<file path="config.mk">
export PLATFORM = sky130hd
export DESIGN_NAME = reg_bank_arbiter_flat
export DESIGN_NICKNAME = d
export VERILOG_FILES = /design/src/rtl/reg_bank_arbiter_if.sv /design/src/rtl/reg_bank_arbiter.sv /design/src/flat_wrapper.sv
export SDC_FILE = /design/constraint.sdc
export NUM_CORES = 1
export LEC_CHECK = 0
export ABC_CLOCK_PERIOD_IN_PS = 7800
export CAP_MARGIN = 5
export CORE_ASPECT_RATIO = 1.1
export CORE_UTILIZATION = 40
export CTS_CLUSTER_SIZE = 12
export DETAILED_ROUTE_END_ITERATION = 16
export PLACE_DENSITY_LB_ADDON = 0.15
export SLEW_MARGIN = 25
export SYNTH_ARGS = -nofsm -noshare
export SYNTH_HDL_FRONTEND = slang
export SYNTH_SLANG_ARGS = --single-unit
</file>
<file path="constraint.sdc">
create_clock -name clk -period 7.8 [get_ports clk]
set_input_delay 1.56 -clock clk [delete_from_list [all_inputs] [get_ports clk]]
set_output_delay 1.56 -clock clk [all_outputs]
set_load 0.005 [all_outputs]
</file>
<file path="src/rtl/reg_bank_arbiter_if.sv">
// Bus bundle between the requester side and the register-bank arbiter.
// Command fields of requester i sit in slice i of the packed vectors.
interface reg_bank_arbiter_if #(
  parameter int N_REQ = 4,
  parameter int WIDTH = 8,
  parameter int AW    = 2,
  parameter int IDW   = 2
);
  logic [N_REQ-1:0]       req;
  logic [N_REQ-1:0]       req_we;
  logic [N_REQ*AW-1:0]    req_addr;
  logic [N_REQ*WIDTH-1:0] req_wdata;
  logic [N_REQ-1:0]       gnt;
  logic [WIDTH-1:0]       rdata;
  logic                   rvalid;
  logic [IDW-1:0]         rid;
  logic                   busy;

  modport master (
    output req, req_we, req_addr, req_wdata,
    input  gnt, rdata, rvalid, rid, busy
  );

  modport slave (
    input  req, req_we, req_addr, req_wdata,
    output gnt, rdata, rvalid, rid, busy
  );
endinterface

</file>
<file path="src/rtl/reg_bank_arbiter.sv">
// Round-robin arbiter that shares one flip-flop register bank among N_REQ
// requesters. Each access takes two cycles: a grant cycle that latches the
// winner's command, then an access cycle that commits the write or returns
// registered read data tagged with the winner's id.
module reg_bank_arbiter #(
  parameter int N_REQ = 4,
  parameter int WIDTH = 8,
  parameter int AW    = 2,
  parameter int IDW   = 2
) (
  input  logic             clk,
  input  logic             rst_n,
  reg_bank_arbiter_if.slave bus
);
  localparam int DEPTH = 2 ** AW;

  typedef enum logic {IDLE = 1'b0, ACCESS = 1'b1} state_t;

  state_t state, next_state;

  logic [IDW-1:0]   last;
  logic [IDW-1:0]   win;
  logic             win_found;
  logic [IDW-1:0]   cand;
  logic             sel_we;
  logic [AW-1:0]    sel_addr;
  logic [WIDTH-1:0] sel_wdata;

  logic [IDW-1:0]   cur_id;
  logic             cur_we;
  logic [AW-1:0]    cur_addr;
  logic [WIDTH-1:0] cur_wdata;

  logic [N_REQ-1:0] gnt_q;
  logic [WIDTH-1:0] rdata_q;
  logic             rvalid_q;
  logic [IDW-1:0]   rid_q;
  logic [WIDTH-1:0] bank [DEPTH];

  // State register; reset drops any transaction in flight
  always_ff @(posedge clk or negedge rst_n) begin
    if (!rst_n) state <= IDLE;
    else        state <= next_state;
  end

  // Next state: grant whenever someone asks in IDLE, always return from ACCESS
  always_comb begin
    next_state = state;
    case (state)
      IDLE:    if (|bus.req) next_state = ACCESS;
      ACCESS:  next_state = IDLE;
      default: next_state = IDLE;
    endcase
  end

  // Round-robin search starting one past the last winner, with wrap-around
  always_comb begin
    win       = '0;
    win_found = 1'b0;
    cand      = '0;
    for (int k = 1; k <= N_REQ; k++) begin
      cand = IDW'((int'(last) + k) % N_REQ);
      if (!win_found && (|(bus.req & (N_REQ'(1) << cand)))) begin
        win       = cand;
        win_found = 1'b1;
      end
    end
  end

  // Pick the winner's command fields out of the packed request vectors
  always_comb begin
    sel_we    = 1'b0;
    sel_addr  = '0;
    sel_wdata = '0;
    for (int i = 0; i < N_REQ; i++) begin
      if (win == IDW'(i)) begin
        sel_we    = bus.req_we[i];
        sel_addr  = bus.req_addr[i*AW +: AW];
        sel_wdata = bus.req_wdata[i*WIDTH +: WIDTH];
      end
    end
  end

  // Grant/latch in IDLE, commit the access in ACCESS, bank and outputs
  always_ff @(posedge clk or negedge rst_n) begin
    if (!rst_n) begin
      last      <= IDW'(N_REQ - 1);
      cur_id    <= '0;
      cur_we    <= 1'b0;
      cur_addr  <= '0;
      cur_wdata <= '0;
      gnt_q     <= '0;
      rdata_q   <= '0;
      rvalid_q  <= 1'b0;
      rid_q     <= '0;
      for (int i = 0; i < DEPTH; i++) bank[i] <= '0;
    end else begin
      gnt_q    <= '0;
      rvalid_q <= 1'b0;
      case (state)
        IDLE: begin
          if (win_found) begin
            cur_id    <= win;
            cur_we    <= sel_we;
            cur_addr  <= sel_addr;
            cur_wdata <= sel_wdata;
            gnt_q     <= N_REQ'(1) << win;
          end
        end
        ACCESS: begin
          if (cur_we) begin
            bank[cur_addr] <= cur_wdata;
          end else begin
            rdata_q  <= bank[cur_addr];
            rid_q    <= cur_id;
            rvalid_q <= 1'b1;
          end
          last <= cur_id;
        end
        default: ;
      endcase
    end
  end

  assign bus.gnt    = gnt_q;
  assign bus.rdata  = rdata_q;
  assign bus.rvalid = rvalid_q;
  assign bus.rid    = rid_q;
  assign bus.busy   = (state == ACCESS);
endmodule

</file>
<file path="src/flat_wrapper.sv">
// flat-port wrapper written by rule: the top's interface ports become plain ports
module reg_bank_arbiter_flat 
#(
  parameter int N_REQ = 4,
  parameter int WIDTH = 8,
  parameter int AW    = 2,
  parameter int IDW   = 2
)
  (clk, rst_n, bus_req, bus_req_we, bus_req_addr, bus_req_wdata, bus_gnt, bus_rdata, bus_rvalid, bus_rid, bus_busy);
  reg_bank_arbiter_if #(.N_REQ(N_REQ), .WIDTH(WIDTH), .AW(AW), .IDW(IDW)) bus_i ();
  input  logic clk;
  input  logic rst_n;
  input wire logic [$bits(bus_i.req)-1:0] bus_req;
  input wire logic [$bits(bus_i.req_we)-1:0] bus_req_we;
  input wire logic [$bits(bus_i.req_addr)-1:0] bus_req_addr;
  input wire logic [$bits(bus_i.req_wdata)-1:0] bus_req_wdata;
  output wire logic [$bits(bus_i.gnt)-1:0] bus_gnt;
  output wire logic [$bits(bus_i.rdata)-1:0] bus_rdata;
  output wire logic [$bits(bus_i.rvalid)-1:0] bus_rvalid;
  output wire logic [$bits(bus_i.rid)-1:0] bus_rid;
  output wire logic [$bits(bus_i.busy)-1:0] bus_busy;
  assign bus_i.req = bus_req;
  assign bus_i.req_we = bus_req_we;
  assign bus_i.req_addr = bus_req_addr;
  assign bus_i.req_wdata = bus_req_wdata;
  assign bus_gnt = bus_i.gnt;
  assign bus_rdata = bus_i.rdata;
  assign bus_rvalid = bus_i.rvalid;
  assign bus_rid = bus_i.rid;
  assign bus_busy = bus_i.busy;
  reg_bank_arbiter #(.N_REQ(N_REQ), .WIDTH(WIDTH), .AW(AW), .IDW(IDW)) u_core (.clk(clk), .rst_n(rst_n), .bus(bus_i));
endmodule
</file>
# After elaboration in Yosys (flattened, before gate mapping)
# Cells that the tools add are included.
[op_classes]
n_addsub = 4
n_mul = 0
div = 0
order_cmp = 2
eq_ne = 3
n_shift = 5
n_mux = 32
bitwise_logic = 7
reduce_logical = 16
[op_table]
columns = ["op", "count"]
rows = [
  ["$mux 8", 7],
  ["$bwmux 32", 1],
  ["$reduce_or 4->1", 5],
  ["$shl 1x2->4 const A", 5],
  ["$and 4x4->4", 4],
  ["$bmux 8 s2", 1],
  ["$demux 8 s2", 1],
  ["$mux 2", 8],
  ["$mux 1", 11],
  ["$mux 4", 2],
  ["$reduce_and 2->1", 3],
  ["$add 2x1->2 const B", 2],
  ["$add 2x2->2 const B", 2],
  ["$eq 2x2->1 const B", 2],
  ["$logic_and 1x1->1", 4],
  ["$ge 3x3->1 const B", 1],
  ["$logic_not 1->1", 3],
  ["$lt 3x1->1 const B", 1],
  ["$not 2->3", 1],
  ["$eq 2x1->1 const B", 1],
  ["$logic_not 2->1", 1],
  ["$not 1->1", 2],
  ["$pmux 1 s2", 1],
]
[word_totals]
register_bits = 63
latchBits = 0
ram_bits = 0
mem_bits_ro = 0
elab_cells = 83
mem_count = 0

# Depth between registers and ports, before layout
[depth]
depth_word = 19
mapped_depth = 11
depth_no_buf = 8

# Least setup slack after synthesis
# Ideal clock, no wire load.
[synth_path]
path_type = "input port to flip-flop"
from = "input port bus_req[3]"
to = "register u_core.cur_addr[0]"
arrival_ns = 2.963
slack_ns = 4.710
path_stages = 8
n_path_buf = 2
cell_sequence = "a22o_1 nor2_2 buf_4 nor3_2 a311o_1 buf_2 a211oi_1 o31ai_2"
[synth_via]
elab_chain_len = 17
word_cells_on_any_way = 31
classes_between = "3 x eq/ne; 12 x mux; 4 x bitwise; 12 x reduce/logical"
[synth_lines]
columns = ["item", "line_no", "source"]
rows = [
  ["start, declared", "flat_wrapper.sv:13", "input wire logic [$bits(bus_i.req)-1:0] bus_req;"],
  ["$and 4x4->4", "reg_bank_arbiter.sv:63", "if (!win_found && (|(bus.req & (N_REQ'(1) << cand)))) begin"],
  ["$reduce_or 4->1", "reg_bank_arbiter.sv:63", ""],
  ["$mux 1", "reg_bank_arbiter.sv:63", ""],
  ["$logic_not 1->1", "reg_bank_arbiter.sv:63", ""],
  ["$logic_and 1x1->1", "reg_bank_arbiter.sv:63", ""],
  ["$mux 1", "reg_bank_arbiter.sv:63", ""],
  ["$logic_not 1->1", "reg_bank_arbiter.sv:63", ""],
  ["$logic_and 1x1->1", "reg_bank_arbiter.sv:63", ""],
  ["$mux 1", "reg_bank_arbiter.sv:63", ""],
  ["$logic_not 1->1", "reg_bank_arbiter.sv:63", ""],
  ["$logic_and 1x1->1", "reg_bank_arbiter.sv:63", ""],
  ["$mux 2", "reg_bank_arbiter.sv:63", ""],
  ["$logic_not 2->1", "reg_bank_arbiter.sv:76", "if (win == IDW'(i)) begin"],
  ["$mux 2 (4 in series)", "reg_bank_arbiter.sv:76", ""],
  ["end signal, assigned", "reg_bank_arbiter.sv:105", "cur_addr <= sel_addr;"],
  ["end, declared", "reg_bank_arbiter.sv:31", "logic [AW-1:0] cur_addr;"],
]
# Several ways; a longest one is shown, not always the timed one.
# A chain may end at the register's enable or synchronous reset.

# Worst setup path in the final report
[layout_path]
from = "input port bus_req[3]"
to = "register u_core.cur_wdata[1]"
[layout_via]
elab_chain_len = 17
word_cells_on_any_way = 31
classes_between = "3 x eq/ne; 12 x mux; 4 x bitwise; 12 x reduce/logical"
[layout_lines]
columns = ["item", "line_no", "source"]
rows = [
  ["$and 4x4->4", "reg_bank_arbiter.sv:63", ""],
  ["$reduce_or 4->1", "reg_bank_arbiter.sv:63", ""],
  ["$mux 1", "reg_bank_arbiter.sv:63", ""],
  ["$logic_not 1->1", "reg_bank_arbiter.sv:63", ""],
  ["$logic_and 1x1->1", "reg_bank_arbiter.sv:63", ""],
  ["$mux 1", "reg_bank_arbiter.sv:63", ""],
  ["$logic_not 1->1", "reg_bank_arbiter.sv:63", ""],
  ["$logic_and 1x1->1", "reg_bank_arbiter.sv:63", ""],
  ["$mux 1", "reg_bank_arbiter.sv:63", ""],
  ["$logic_not 1->1", "reg_bank_arbiter.sv:63", ""],
  ["$logic_and 1x1->1", "reg_bank_arbiter.sv:63", ""],
  ["$mux 2", "reg_bank_arbiter.sv:63", ""],
  ["$logic_not 2->1", "reg_bank_arbiter.sv:76", ""],
  ["$mux 8 (4 in series)", "reg_bank_arbiter.sv:76", ""],
  ["end signal, assigned", "reg_bank_arbiter.sv:106", "cur_wdata <= sel_wdata;"],
  ["end, declared", "reg_bank_arbiter.sv:32", "logic [WIDTH-1:0] cur_wdata;"],
]
# Several ways; a longest one is shown, not always the timed one.

==> flow_summary.ini <==
[pwr]
peakVddDrop_v = 0.000288
p_int_mw = 1.13
clkPwrFrac = 0.140
switching_share = 0.419
switchingPower_uw = 818
p_leak_nw = 1.69
seq_power_share = 0.317
p_per_area_nw_per_um2 = 452
combPwrFrac = 0.542
p_total_mw = 1.95

[floorplan]
design.die.area_um2 = 8940
die_w_um = 90.2
rows = 35
ios = 66
start_util = 0.412
core_area_um2 = 8320
die_height_um = 99.0

[timing]
slew_headroom = 0.352
rsz0062_at_grt = no
timing.fmax_mhz = 231
setup_tns_ns = 0
final_max_slew_viol_count = 0
hold_viol = 0
worst_slack_ns = 3.47
period_minus_slack_ns = 4.33
setup_viol = 0
worst_slew_pin_slew_ns = 0.973
finalCritPeriodShare = 0.555
finalClockSkew_ns = 0.0121

[clock_tree]
h-tree-depth = 3
clock_sinks = 63
clk_transition_reported_paths_ns = 0.06
cts_hold_buffers = 0
cts_resized = 0
cts_tree = yes
cts_buffers = 9
clock_latency_ns = 0.34
postCtsSetupRepairBufs = 0
cts_root_buf = clkbuf_8
clock_path_buffers = 2

[drt]
drtPass1Iterations = 4
drt-met1-wl_mm = 3.60
via_per_inst = 5.48
ant_nets = 0
drc = 0
top_layer_used = met4
wire_per_inst_um = 17.4
vias = 2478
wl_met2_mm = 3.88
wl_mm = 7.87
route.met3.wl_um = 290
drt_iter0_drc = 89

[synthesis]
synth-edff-count = 0
synthFlopType = dfrtp_1
synthTopCellsByArea = dfrtp_1 (45%), mux2_2 (14%), mux4_2 (5.3%)
avgSynthCellArea_um2 = 12.5
synth_nets = 328
yosys_warnings = 0
synth.cell_area_um2 = 3420
synthesis.instances = 274
synth-seq-cells = 63
seq_area_frac_synth = 0.461
async_reset_ff_frac = 1.00
yosys.area.top_type = dfrtp_1
netlist.area_leader.share = 0.446
ys_types = 50

[placed_design]
gp_congestion = 0.877
dpl_worst_slack_ns = 3.11
io_buffers = 65
hpwl_mm = 5.58

[critical_path]
critPathKind = primary input to flip-flop
worst_ep_arrival_time_ns = 4.58
end_kind = flip-flop
slowest_delay_ns = 0.72
cpMostUsedCell = a211oi_1
critPathTopFamily = compound AO/OA/AOI/OAI gates
cp_slowest_cell = o21a_1
path_cells = clkdlybuf4s50_1 -> a22o_1 -> a211oi_1 -> o21a_1 -> or2_1 -> a211oi_1 -> o31ai_2
start_kind = primary input
path_max_fanout = 24
worstPathRequired_ns = 8.05
crit_buf_inv = 1

[final_layout]
antennaDiodeCount = 0
layout-drive-gt1-share = 0.302
multi_input_area_um2 = 1740
regArea_um2 = 1580
final_nets = 390
area_delta_synth_final_pct = 26.0
n_fill_cell = 744

[grt]
track_usage = 0.186
antenna_found_initial = 0
grt_pass1_vias = 2468
grt.overflow.total = 0
grt_max_degree = 64
grt_pass1_wl_mm = 12.8

[flow_run]
cap_violations = 0

[min_path]
hold_class = flip-flop to flip-flop

[outcome]
status = finished, final reports clean
==> power groups by stage <==
stage	logic (mW)	clock network [mW]	registers [mW]
floorplan	0.898	0	0.567
global placement	1.05	0	0.620
detailed placement	1.07	0	0.627
CTS	1.07	0.283	0.622
global route	1.15	0.296	0.646
finish	1.06	0.274	0.620
==> per-layer routing <==
metal,vias to the layer above,global-route usage
met1,1243,0.233
met2,53,0.312
li1,1172,-
met3,10,0.0471
met5,-,0
met4,0,0.0633
==> path summary, 6_finish.rpt <==
check | start | cells after the start | slack (ns) | end
worst min register to register | u_core.bank[0]$_DFFE_PN0P_ | 1 | 0.50 | u_core.bank[0]$_DFFE_PN0P_
max in group asynchronous | rst_n | 2 | 5.88 | u_core.bank[5]$_DFFE_PN0P_
min in group asynchronous | rst_n | 2 | 1.38 | u_core.bank[18]$_DFFE_PN0P_
worst min-delay path | u_core.bank[0]$_DFFE_PN0P_ | 1 | 0.50 | u_core.bank[0]$_DFFE_PN0P_
worst max-delay path | bus_req[3] | 7 | 3.47 | u_core.cur_wdata[1]$_DFFE_PN0P_
worst max register to register | u_core.last[0]$_DFFE_PN1P_ | 8 | 3.71 | u_core.cur_wdata[1]$_DFFE_PN0P_
==> per-stage QoR <==
stage	hold WS, ns	instance area [µm²]	instances	util
floorplan	0.472	3420	274	-
global placement	0.483	4130	436	0.496
detailed placement	0.488	4130	436	0.496
CTS	0.505	4320	452	0.519
global route	0.518	4320	452	0.519
finish	0.503	4320	452	0.519
==> Yosys cell counts, drive strengths merged, types with 2 or more instances <==
master and n:
nor2 13, nor3b 17, nand2b 5, dfstp 2, o31ai 11, nand2 18, mux2 42, mux4 8
dfrtp 61, a22oi 4, buf 13, inv 2, or3 5, ha 4, a21oi 2, nor3 6
a22o 4, o21ai 10, a31oi 5, a211oi 24, clkbuf 3
==> cell families after synthesis <==
group,count (synthesis),share of synthesized area
flops,63,0.461
fa+ha+maj,4,0.0146
buf+inv,19,0.0322
mux,50,0.191
compound gates,67,0.183
simple gates,71,0.118
==> placed cells by master (no fill, tap or decap), drive strengths merged, types with 2 or more instances in the layout <==
cell           instances
nand2b                 5
nor3                   6
clkinvlp               2
o31ai                 11
a31oi                  5
clkdlybuf4s50         64
o21ai                 10
a22o                   4
nor2                  13
dfrtp                 61
clkinv                 3
a21oi                  2
mux2                  42
ha                     4
a211oi                24
nand2                 18
mux4                   8
clkbuf                11
inv                    2
or3                    5
buf                    3
nor3b                 17
dfstp                  2
a22oi                  4
==> worst register-to-register path, stage by stage, from the launching register on <==
cell	delay (ns)
dfstp_2	0.66
clkinv_1	0.44
ha_1	0.44
a22o_1	0.22
a211oi_1	0.34
o21a_1	0.72
or2_1	0.73
a211oi_1	0.21
o31ai_2	0.24
==> sequential cells by signal, summed over array words and instances (netlist names) <==
register	cells
u_core.bank	32
u_core.cur_addr	2
u_core.bus.rid	2
u_core.cur_wdata	8
u_core.bus.gnt	4
u_core.bus.rdata	8
u_core.cur_we	1
u_core.bus.busy	1
u_core.cur_id	2
u_core.bus.rvalid	1
u_core.last	2
==> area by class of cell <==
cell class / count / area share
Inverter: 3 / 0.00261
Tap cell: 111 / 0.0322
Sequential cell: 63 / 0.366
Timing Repair Buffer: 67 / 0.153
Multi-Input combinational cell: 192 / 0.402
Clock inverter: 5 / 0.0136
Clock buffer: 11 / 0.0304
Note: power is estimated with default switching activity, not from simulation.
